$ cat src/rtl/frame_strobe_writer.sv
// frame_strobe_writer
//   Writing end of one fabric column's FrameData/FrameStrobe bus. Each
//   accepted word is driven onto FrameData and held stable for SetupCycles.
//   One FrameStrobe bit is then pulsed for StrobeCycles. FrameData is held
//   for a further HoldCycles before the next word is accepted.
//
// Ports
//   UserCLK        clock, rising edge
//   resetn         synchronous active-low reset
//   cfg_valid      frame word offered
//   cfg_ready      high only while IDLE (registered)
//   cfg_frame_idx  strobe line to pulse for this word
//   cfg_data       frame data word
//   FrameData      registered frame data to the column
//   FrameStrobe    registered one-hot strobe, zero outside STROBE
//   busy           high in any non-IDLE state
//   err_bad_idx    one-cycle pulse when a word with an out-of-range index is dropped
//   frames_written completed strobes, wraps at 16 bits
module frame_strobe_writer #(
    parameter int MaxFramesPerCol = 20,
    parameter int FrameBitsPerRow = 32,
    parameter int FrameIdxWidth   = 5,
    parameter int SetupCycles     = 1,
    parameter int StrobeCycles    = 1,
    parameter int HoldCycles      = 1
) (
    input  logic                       UserCLK,
    input  logic                       resetn,
    input  logic                       cfg_valid,
    output logic                       cfg_ready,
    input  logic [FrameIdxWidth-1:0]   cfg_frame_idx,
    input  logic [FrameBitsPerRow-1:0] cfg_data,
    output logic [FrameBitsPerRow-1:0] FrameData,
    output logic [MaxFramesPerCol-1:0] FrameStrobe,
    output logic                       busy,
    output logic                       err_bad_idx,
    output logic [15:0]                frames_written
);

    localparam int MaxCyc = (SetupCycles > StrobeCycles)
                          ? ((SetupCycles > HoldCycles) ? SetupCycles : HoldCycles)
                          : ((StrobeCycles > HoldCycles) ? StrobeCycles : HoldCycles);
    // Counter only has to reach MaxCyc-1 before it is cleared.
    localparam int CntW = (MaxCyc > 1) ? $clog2(MaxCyc) : 1;

    typedef enum logic [1:0] {IDLE, SETUP, STROBE, HOLD} state_t;

    state_t                     state_q, state_d;
    logic [CntW-1:0]            cnt_q, cnt_d;
    logic [FrameIdxWidth-1:0]   idx_q, idx_d;
    logic [FrameBitsPerRow-1:0] data_d;
    logic [MaxFramesPerCol-1:0] strobe_d, onehot;
    logic                       err_d;
    logic [15:0]                fw_d;
    logic                       idx_ok;

    assign idx_ok = int'(cfg_frame_idx) < MaxFramesPerCol;
    assign onehot = MaxFramesPerCol'(1) << idx_q;

    always_comb begin
        state_d  = state_q;
        cnt_d    = cnt_q;
        idx_d    = idx_q;
        data_d   = FrameData;
        strobe_d = '0;
        err_d    = 1'b0;
        fw_d     = frames_written;
        case (state_q)
            IDLE: begin
                if (cfg_valid && cfg_ready) begin
                    if (idx_ok) begin
                        data_d  = cfg_data;
                        idx_d   = cfg_frame_idx;
                        cnt_d   = '0;
                        state_d = SETUP;
                    end else begin
                        err_d = 1'b1;
                    end
                end
            end
            SETUP: begin
                // The strobe register is loaded on the leaving edge so it
                // rises exactly when STROBE is entered.
                if (cnt_q == CntW'(SetupCycles - 1)) begin
                    cnt_d    = '0;
                    state_d  = STROBE;
                    strobe_d = onehot;
                end else begin
                    cnt_d = cnt_q + 1'b1;
                end
            end
            STROBE: begin
                if (cnt_q == CntW'(StrobeCycles - 1)) begin
                    cnt_d   = '0;
                    state_d = HOLD;
                    fw_d    = frames_written + 16'd1;
                end else begin
                    cnt_d    = cnt_q + 1'b1;
                    strobe_d = onehot;
                end
            end
            HOLD: begin
                if (cnt_q == CntW'(HoldCycles - 1)) begin
                    cnt_d   = '0;
                    state_d = IDLE;
                end else begin
                    cnt_d = cnt_q + 1'b1;
                end
            end
            default: state_d = IDLE;
        endcase
    end

    always_ff @(posedge UserCLK) begin
        if (!resetn) begin
            state_q        <= IDLE;
            cnt_q          <= '0;
            idx_q          <= '0;
            FrameData      <= '0;
            FrameStrobe    <= '0;
            cfg_ready      <= 1'b1;
            busy           <= 1'b0;
            err_bad_idx    <= 1'b0;
            frames_written <= '0;
        end else begin
            state_q        <= state_d;
            cnt_q          <= cnt_d;
            idx_q          <= idx_d;
            FrameData      <= data_d;
            FrameStrobe    <= strobe_d;
            cfg_ready      <= (state_d == IDLE);
            busy           <= (state_d != IDLE);
            err_bad_idx    <= err_d;
            frames_written <= fw_d;
        end
    end

endmodule

$ cat config.mk
export PLATFORM = sky130hd
export DESIGN_NAME = frame_strobe_writer
export DESIGN_NICKNAME = d
export VERILOG_FILES = /design/src/rtl/frame_strobe_writer.sv
export SDC_FILE = /design/constraint.sdc
export NUM_CORES = 1
export LEC_CHECK = 0
export CAP_MARGIN = 25
export CORE_UTILIZATION = 30
export DETAILED_ROUTE_END_ITERATION = 10
export GPL_ROUTABILITY_DRIVEN = 1
export PLACE_DENSITY = 0.6
export SLEW_MARGIN = 20
export SYNTH_ARGS = -nofsm -noshare
export SYNTH_HDL_FRONTEND = slang
export SYNTH_SLANG_ARGS = --single-unit
$ cat constraint.sdc
create_clock -name UserCLK -period 1.63 [get_ports UserCLK]
set_clock_uncertainty 0.15 [all_clocks]
set_input_delay 0.163 -clock UserCLK [delete_from_list [all_inputs] [get_ports UserCLK]]
set_output_delay 0.163 -clock UserCLK [all_outputs]
set_load 0.01 [all_outputs]
==> reports/summary.txt, run 1 <==
CTS tree - yes
Register area share after synthesis - 0.5629
Gr usage total - 0.1469
I/O pin count - 111
Clk pin slew, worst setup/hold paths - 0.09 ns
Worst hold stages - 3
Critical Path AT - 1.80 ns
Final core utilization - 0.5201
Post-Place Cells - 536
Number of distinct library cells after synthesis - 33
Hold Path Sink - FrameData[22]
Vias in the first global route - 2387
Commonest cells after routing, fill and taps aside - clkdlybuf4s50_1, nand2_1, dfxtp_1, a21oi_1, nor2_1
Remaining global-route overflow - 0
Worst setup EP type - register
Status - finished, violations left
Worst Slack Setup Final - -0.05020 ns
FMAX - 0.5952 GHz
Placer congestion estimate - 0.7417
Die area - 9635 um^2
Deepest clock path buffer count - 2
Initial DRC Count - 74
RSZ-0062 raised after global routing - true
Total power of the final layout - 5.408 mW
Antenna-violating nets left - 0
Area leader, netlist - dfxtp_1
Synthesized instance count - 320
YS warnings - 0
Seq cells post-synth - 78
FILL cells - 843
Power density cells - 1175 nW/um^2
Clk Latency, worst-skew pair - 0.34 ns
CP startpoint kind - register
DRT Pass-1 Iters - 7
Core area - 8848 um^2
Root buf cell - clkbuf_8
Max Fanout on Critical Path - 3
Final non-filler cell total - 557
Peak VDD IR - 0.3723 mV
Share of cells above drive strength 1 - 0.1626
Num CTS Buffers - 9
Required @ worst endpoint - 1.75 ns
Post-route setup TNS - -0.1376 ns
Placed cell areas - 4120 um^2
Worst Path Class, Setup - reg -> reg
Number of remaining DRC errors - 10
Die X - 98.16 um
Post-route cell area - 4602 um^2
Part of the cycle the worst path needs - 1.031
Initial antenna violation count - 0
Min-delay worst type - in -> reg
Largest net degree at the start of global routing - 39
Fin nets - 489
Global-route wire length before repair - 11220 um
Diode count - 0
H-tree Lvls - 3
Pins Over Slew Limit - 0
Final wirelength - 7530 um
Max Cap Violations - 0
Syn Std Cell Area - 2774 um^2
Reg2Reg Capture Point - FrameStrobe[14]
Worst Max-Slew Pin Slew - 0.3396 ns
Clock sink total - 78
Post-DP HPWL - 4916 um
R2r worst-path depth - 6
Initial core utilization - 0.3135
Min-delay src - cfg_data[22]
Failing checks - DRC, setup timing
Final Hold Vio Count - 0
Port Buffers - 110
Layout area overhead - 65.90%
Site Rows - 34
Commonest non-fill, non-tap cell in the layout - clkdlybuf4s50_1
Worst r2r src - state_q[0]
Mapped Nets - 365
Time the worst path needs with I/O delays and setup - 1.680 ns
Post-synth top area share - 0.5629
Vias - 2534
Synthesized area per cell - 8.668 um^2
Chip height - 98.16 um
R2r setup slk - -0.05 ns
Worst slew margin - 0.7733
Pleak - 1.849 nW
Main area contributors after synthesis - dfxtp_1, nand2_1, a21oi_1, nor2_1, xnor2_1
Routed len/inst - 13.52 um
Final setup vio count - 5
Vias per cell - 4.549
area by class of cell:
| class | instances | area (um^2) | area share |
|---|---|---|---|
| clock buffers | 10 | 137.6 | 0.02991 |
| clock inverters | 6 | 93.84 | 0.02039 |
| inverters | 7 | 28.78 | 0.006253 |
| multi-input cells | 218 | 1242 | 0.2700 |
| flip-flops and latches | 78 | 1577 | 0.3426 |
| well taps | 108 | 135.1 | 0.02936 |
| repair buffers | 130 | 1388 | 0.3015 |
through the flow:
step | worst slack (ns) | hold WS, ns
after floorplan | -0.06597 | 0.1490
after global placement | -0.08652 | 0.2912
after detailed placement | -0.1428 | 0.2959
after CTS | -0.04212 | 0.1940
after global routing | -0.1168 | 0.2052
final | -0.05020 | 0.2157
report_power, final:
part | switching [mW] | internal (mW) | leakage (nW)
sequential | 0.118 | 2.10 | 0.637
combinational | 0.708 | 0.826 | 1.10
clock | 0.736 | 0.915 | 0.113
total | 1.56 | 3.85 | 1.85
cells by family (layout without fill, tap and decap cells):
group	Yosys count	count (layout)	synth area share
buffers and inverters	24	153	0.03969
flip-flops	78	78	0.5629
adder cells (fa/ha/maj)	5	5	0.02255
XOR/XNOR	11	11	0.03473
AO/OA/AOI/OAI	49	49	0.09157
multiplexers	1	1	0.003609
AND/OR/NAND/NOR	152	152	0.2449
worst max-delay path, stage by stage, from the launching register on:
cell and delay [ns]:
dfxtp_2 0.36, inv_4 0.05, ha_4 0.27, nand3_4 0.07, or3b_1 0.37, or2_4 0.26
nor2_2 0.08
cell usage after synthesis:
cell,number
a21oi_1,42
a31o_2,2
a31oi_1,1
and2_1,1
buf_2,3
buf_4,4
clkbuf_1,9
clkbuf_2,1
dfxtp_1,78
ha_1,5
inv_1,6
inv_2,1
mux2i_1,1
nand2_1,84
nand2b_1,2
nand3_1,2
nand3_2,1
nand3b_1,1
nand4_1,5
nand4_2,1
nand4_4,1
nor2_1,32
nor2_2,1
nor2b_1,1
nor3_1,8
nor4_1,3
o21ai_0,4
or2_2,2
or2_4,1
or3_1,5
or3b_1,1
xnor2_1,8
xor2_1,3
flip-flops by register name, summed over array words and instances (netlist names):
name and count:
FrameData 32, FrameStrobe 20, busy 1, cfg_ready 1
err_bad_idx 1, frames_written 16, idx_q 5, state_q 2
worst max-delay path by stage:
stage	startpoint	endpoint	slack [ns]	depth (start not counted)
global placement	cfg_frame_idx[2]	busy	-0.09	6
global route	state_q[0]	FrameStrobe[15]	-0.12	6
CTS	state_q[0]	FrameStrobe[14]	-0.04	6
detailed placement	cfg_frame_idx[2]	FrameData[11]	-0.14	6
floorplan	state_q[0]	FrameStrobe[15]	-0.07	7
finish	state_q[0]	FrameStrobe[14]	-0.05	6
metal layers:
metal  wire length, um  global-route usage
met5                 0                   0
met4                66             0.05855
met3               471             0.03150
met2              3714              0.2589
met1              3278              0.1737
timing repair:
action                     4_1_cts  5_1_grt
hold buffers                     0        0
setup endpoints to repair       26       67
setup buffers                    0        1
gates resized for setup         21       21
cloned                           0        4
pin swaps                        1        0
(Power assumes the default switching activity.)
==> run 2: changes to the inputs <==
--- a/config.mk
+++ b/config.mk
@@ -6,6 +6,7 @@
 export NUM_CORES = 1
 export LEC_CHECK = 0
 export CAP_MARGIN = 25
+export CORE_MARGIN = 2
 export CORE_UTILIZATION = 30
 export DETAILED_ROUTE_END_ITERATION = 10
 export GPL_ROUTABILITY_DRIVEN = 1
==> reports/summary.txt, run 2 (synthesis gave the netlist of run 1 again) <==
Die X - 100.2 um
Routed len/inst - 13.44 um
Global-route wire length before repair - 11390 um
Psw - 1.636 mW
Max Cap Violations - 0
CP startpoint kind - register
Biggest register - FrameData
Number of remaining DRC errors - 0
Hold_ws - 0.2137 ns
Diode count - 0
Critical Path AT - 1.96 ns
Final Hold Vio Count - 0
Clk pin slew, worst setup/hold paths - 0.09 ns
Peak VDD IR - 0.3658 mV
Required @ worst endpoint - 1.76 ns
Initial core utilization - 0.3045
Chip height - 100.2 um
Vias in the first global route - 2397
Final core utilization - 0.5163
FILL cells - 870
Placed cell areas - 4154 um^2
Placement Setup Slack - -0.2868 ns
Part of the cycle the worst path needs - 1.121
Switching part of the total power - 0.3140
Worst setup EP type - register
Final wirelength - 7620 um
Post-route cell area - 4703 um^2
Worst slew margin - 0.7456
Vias - 2578
Worst Max-Slew Pin Slew - 0.3807 ns
Comb pwr share - 0.308
Internal Power - 3.575 mW
Clk Latency, worst-skew pair - 0.35 ns
CTS tree - yes
Remaining global-route overflow - 0
Vias per cell - 4.547
Site Rows - 35
I/O pin count - 111
Core area - 9109 um^2
Share of cells above drive strength 1 - 0.2281
Top flop regs - FrameData (32), FrameStrobe (20), frames_written (16)
Share of total power in sequential cells - 0.429
Deepest clock path buffer count - 2
Max Fanout on Critical Path - 3
Pins Over Slew Limit - 0
Placer congestion estimate - 0.8273
Final setup vio count - 24
RSZ-0062 raised after global routing - true
FMAX - 0.5474 GHz
Die area - 10030 um^2
Layout area overhead - 69.55%
Clock sink total - 78
Largest net degree at the start of global routing - 26
Gr usage total - 0.1450
H-tree Lvls - 3
Power density cells - 1108 nW/um^2
Post-Place Cells - 543
DRT Pass-1 Iters - 4
Antenna-violating nets left - 0
Failing checks - setup timing
Initial antenna violation count - 0
Commonest cells after routing, fill and taps aside - clkdlybuf4s50_1, nand2_1, dfxtp_1, nor2_1, a21oi_1
Num CTS Buffers - 9
Hold-fix buffers, CTS - 0
Post-DP HPWL - 5241 um
Time the worst path needs with I/O delays and setup - 1.827 ns
Min-delay worst type - in -> reg
Worst Slack Setup Final - -0.1967 ns
Final non-filler cell total - 567
Commonest non-fill, non-tap cell in the layout - clkdlybuf4s50_1
Pleak - 1.838 nW
Status - finished, violations left
Worst Path Class, Setup - reg -> reg
Clock power frac - 0.263
Port Buffers - 110
Root buf cell - clkbuf_8
Initial DRC Count - 46
Fin nets - 496
Largest register FFs - 32
run 2: changes by cell type in the layout (fill, tap and decap cells not counted), moves of 2 or more:
cell and change:
a21oi_1 -14, a21oi_2 +14, buf_4 +3, buf_6 +2
buf_8 +3, bufinv_16 -2, dlygate4sd2_1 +4, dlymetal6s2s_1 -5
inv_6 +2, nand2_1 -4, nand2_2 +4, nor2_1 -3
nor2_2 +2
run 2: power by group through the flow:
stage / Clock, mW / Combinational [mW] / Sequential [mW]
finish: 1.37 / 1.60 / 2.24
global placement: 0 / 1.30 / 2.26
CTS: 1.42 / 1.35 / 2.22
floorplan: 0 / 0.580 / 2.34
global route: 1.51 / 1.74 / 2.26
detailed placement: 0 / 1.32 / 2.27
run 2: final timing paths:
| path | from | end | slack (ns) | cells past startpoint |
|---|---|---|---|---|
| setup / recovery | state_q[0] | FrameStrobe[15] | -0.20 | 7 |
| hold / removal | cfg_data[18] | FrameData[18] | 0.21 | 3 |
| setup reg to reg | state_q[0] | FrameStrobe[15] | -0.20 | 7 |
| hold reg to reg | FrameData[27] | FrameData[27] | 0.30 | 2 |
run 2: cell type report:
| cell class | count | area, um^2 | area share |
|---|---|---|---|
| tap | 111 | 138.9 | 0.02953 |
| timing repair buffer | 137 | 1435 | 0.3051 |
| clock inverter | 7 | 63.81 | 0.01357 |
| multi-input combinational | 218 | 1335 | 0.2839 |
| clock buffer | 9 | 123.9 | 0.02634 |
| sequential | 78 | 1580 | 0.3360 |
| inverter | 7 | 26.28 | 0.005587 |
run 2: per-stage QoR:
step | setup TNS, ns | power [mW]
after global routing | -5.509 | 5.515
after CTS | -1.633 | 4.998
after global placement | -11.34 | 3.566
final | -1.373 | 5.211
after detailed placement | -11.45 | 3.597
after floorplan | -0.1744 | 2.916
run 2: routing by layer:
| layer | vias up | share of wire | global-route usage |
|---|---|---|---|
| li1 | 1310 | - | - |
| met1 | 1184 | 0.45 | 0.1818 |
| met2 | 71 | 0.48 | 0.2323 |
| met3 | 13 | 0.052 | 0.03969 |
| met4 | 0 | 0.019 | 0.06639 |
| met5 | - | 0 | 0 |
run 2: what timing repair did:
| action | 4_1_cts | 5_1_grt |
|---|---|---|
| gates cloned | 0 | 3 |
| buffers inserted | 0 | 5 |
| gates resized for setup | 28 | 50 |
| setup endpoints to repair | 78 | 69 |
| pin swaps | 0 | 34 |
run 2: worst max-delay path, stage by stage, from the launching register on:
cell     delay (ns)
dfxtp_2        0.35
inv_2          0.06
buf_12         0.12
ha_4           0.27
nand3_4        0.07
or3b_4         0.39
or2_4          0.25
nor2_1         0.10
==> run 3: changes to the inputs <==
--- a/config.mk
+++ b/config.mk
@@ -10,7 +10,8 @@
 export CORE_UTILIZATION = 30
 export DETAILED_ROUTE_END_ITERATION = 10
 export GPL_ROUTABILITY_DRIVEN = 1
-export PLACE_DENSITY = 0.6
+export PLACE_DENSITY = 0.58
+export REMOVE_ABC_BUFFERS = 1
 export SLEW_MARGIN = 20
 export SYNTH_ARGS = -nofsm -noshare
 export SYNTH_HDL_FRONTEND = slang
==> constraint.sdc (replaced) <==
create_clock -name UserCLK -period 1.8 [get_ports UserCLK]
set_clock_uncertainty 0.15 [all_clocks]
set_input_delay 0.18 -clock UserCLK [delete_from_list [all_inputs] [get_ports UserCLK]]
set_output_delay 0.18 -clock UserCLK [all_outputs]
set_load 0.05 [all_outputs]
==> reports/summary.txt, run 3 (synthesis gave the netlist of run 1 again) <==
Worst setup EP type - register
Crit-path max cell delay - 0.41 ns
Hold-fix buffers, CTS - 0
Post-CTS Setup Repair Bufs - 0
Status - finished clean
Required @ worst endpoint - 1.95 ns
Root buf cell - clkbuf_8
Critical Path AT - 1.88 ns
Initial DRC Count - 91
Pleak - 1.798 nW
Vias in the first global route - 2310
Placer congestion estimate - 0.7923
Multi-input gate area in the final layout - 1172 um^2
Register area - 1564 um^2
CP startpoint kind - register
Initial antenna violation count - 0
Worst slew margin - 0.6637
Worst path slowest cell - or3b_4
Power density cells - 1148 nW/um^2
Top flop regs - FrameData (32), FrameStrobe (20), frames_written (16)
CTS tree - yes
Hold_ws - 0.2144 ns
Share of cells above drive strength 1 - 0.2361
Largest net degree at the start of global routing - 38
Antenna-violating nets left - 0
Initial core utilization - 0.3045
Diode count - 0
Worst Path Class, Setup - reg -> reg
Layout area overhead - 54.53%
Site Rows - 35
Largest register FFs - 32
Remaining global-route overflow - 0
Core area - 9109 um^2
Die area - 10030 um^2
Commonest cells after routing, fill and taps aside - nand2_1, dfxtp_1, buf_4, a21oi_1, clkdlybuf4s50_1
CP bufs+invs - 1
Pins Over Slew Limit - 0
Max Cap Violations - 0
Vias - 2534
Number of remaining DRC errors - 0
Clk pin slew, worst setup/hold paths - 0.09 ns
Gr usage total - 0.1379
Total power of the final layout - 4.920 mW
Biggest register - FrameData
Die X - 100.2 um
Chip height - 100.2 um
FILL cells - 905
Num CTS Buffers - 9
Global-route wire length before repair - 11010 um
Max Fanout on Critical Path - 3
Post-DP HPWL - 5039 um
Worst Max-Slew Pin Slew - 0.5036 ns
Commonest non-fill, non-tap cell in the layout - nand2_1
Time the worst path needs with I/O delays and setup - 1.734 ns
Fin nets - 489
Routed len/inst - 13.23 um
Min-delay worst type - in -> reg
DRT Pass-1 Iters - 4
FMAX - 0.5768 GHz
Final Hold Vio Count - 0
H-tree Lvls - 3
Part of the cycle the worst path needs - 0.9631
Final wirelength - 7411 um
Crit-path leading delay family - simple AND/OR/NAND/NOR gates
I/O pin count - 111
Deepest clock path buffer count - 2
RSZ-0062 raised after global routing - false
Peak VDD IR - 0.5074 mV
Clock sink total - 78
Final setup vio count - 0
Port Buffers - 110
Clk Latency, worst-skew pair - 0.35 ns
Critical-path cell list - inv_2 > ha_4 > nand3_2 > or3b_4 > or2_4 > nor2_2
Vias per cell - 4.525
==> run 3: power by group <==
group	switching (mW)	internal, mW	leakage [nW]
clock	0.700	0.531	0.0903
combinational	1.03	0.637	1.07
sequential	0.117	1.91	0.633
==> run 3: what timing repair did <==
item / 4_1_cts / 5_1_grt
cloned: 0 / 2
endpoints found under the setup margin: 27 / 24
pin swaps: 0 / 0
resized for setup: 27 / 14
==> run 3: cell type report <==
| cell class | count | area share |
|---|---|---|
| multi-input cells | 218 | 0.2735 |
| clock inverters | 7 | 0.01489 |
| repair buffers | 130 | 0.2793 |
| flip-flops and latches | 78 | 0.3649 |
| well taps | 111 | 0.03240 |
| clock buffers | 9 | 0.02890 |
| inverters | 7 | 0.006130 |
==> run 3: per-layer routing <==
layer  track usage  wire length [um]
met5             0                 0
met4       0.07271               176
met3       0.03691               400
met2        0.2272              3637
met1        0.1642              3197
==> run 3: path summary, 6_finish.rpt <==
kind                  from  slack (ns)               to  cells past startpoint
max             state_q[1]        0.07  FrameStrobe[14]                      6
min            cfg_data[1]        0.21     FrameData[1]                      3
max reg2reg     state_q[1]        0.07  FrameStrobe[14]                      6
min reg2reg  FrameData[11]        0.30    FrameData[11]                      2
==> run 3: worst reg2reg max path, stage by stage (launching register included) <==
cell	delay (ns)
dfxtp_2	0.37
inv_2	0.06
ha_4	0.26
nand3_2	0.09
or3b_4	0.41
or2_4	0.24
nor2_2	0.10
==> run 3: through the flow <==
| step | TNS [ns] | instance area, um^2 | utilization | worst slack (ns) | cells |
|---|---|---|---|---|---|
| CTS | 0 | 4182 | 0.4591 | 0.003155 | 558 |
| detailed placement | -2.672 | 4003 | 0.4394 | -0.1057 | 542 |
| global placement | -2.990 | 4003 | 0.4394 | -0.1306 | 542 |
| floorplan | -27.47 | 2690 | - | -0.7290 | 303 |
| global route | 0 | 4287 | 0.4706 | 0.02082 | 560 |
| finish | 0 | 4287 | 0.4706 | 0.06637 | 560 |
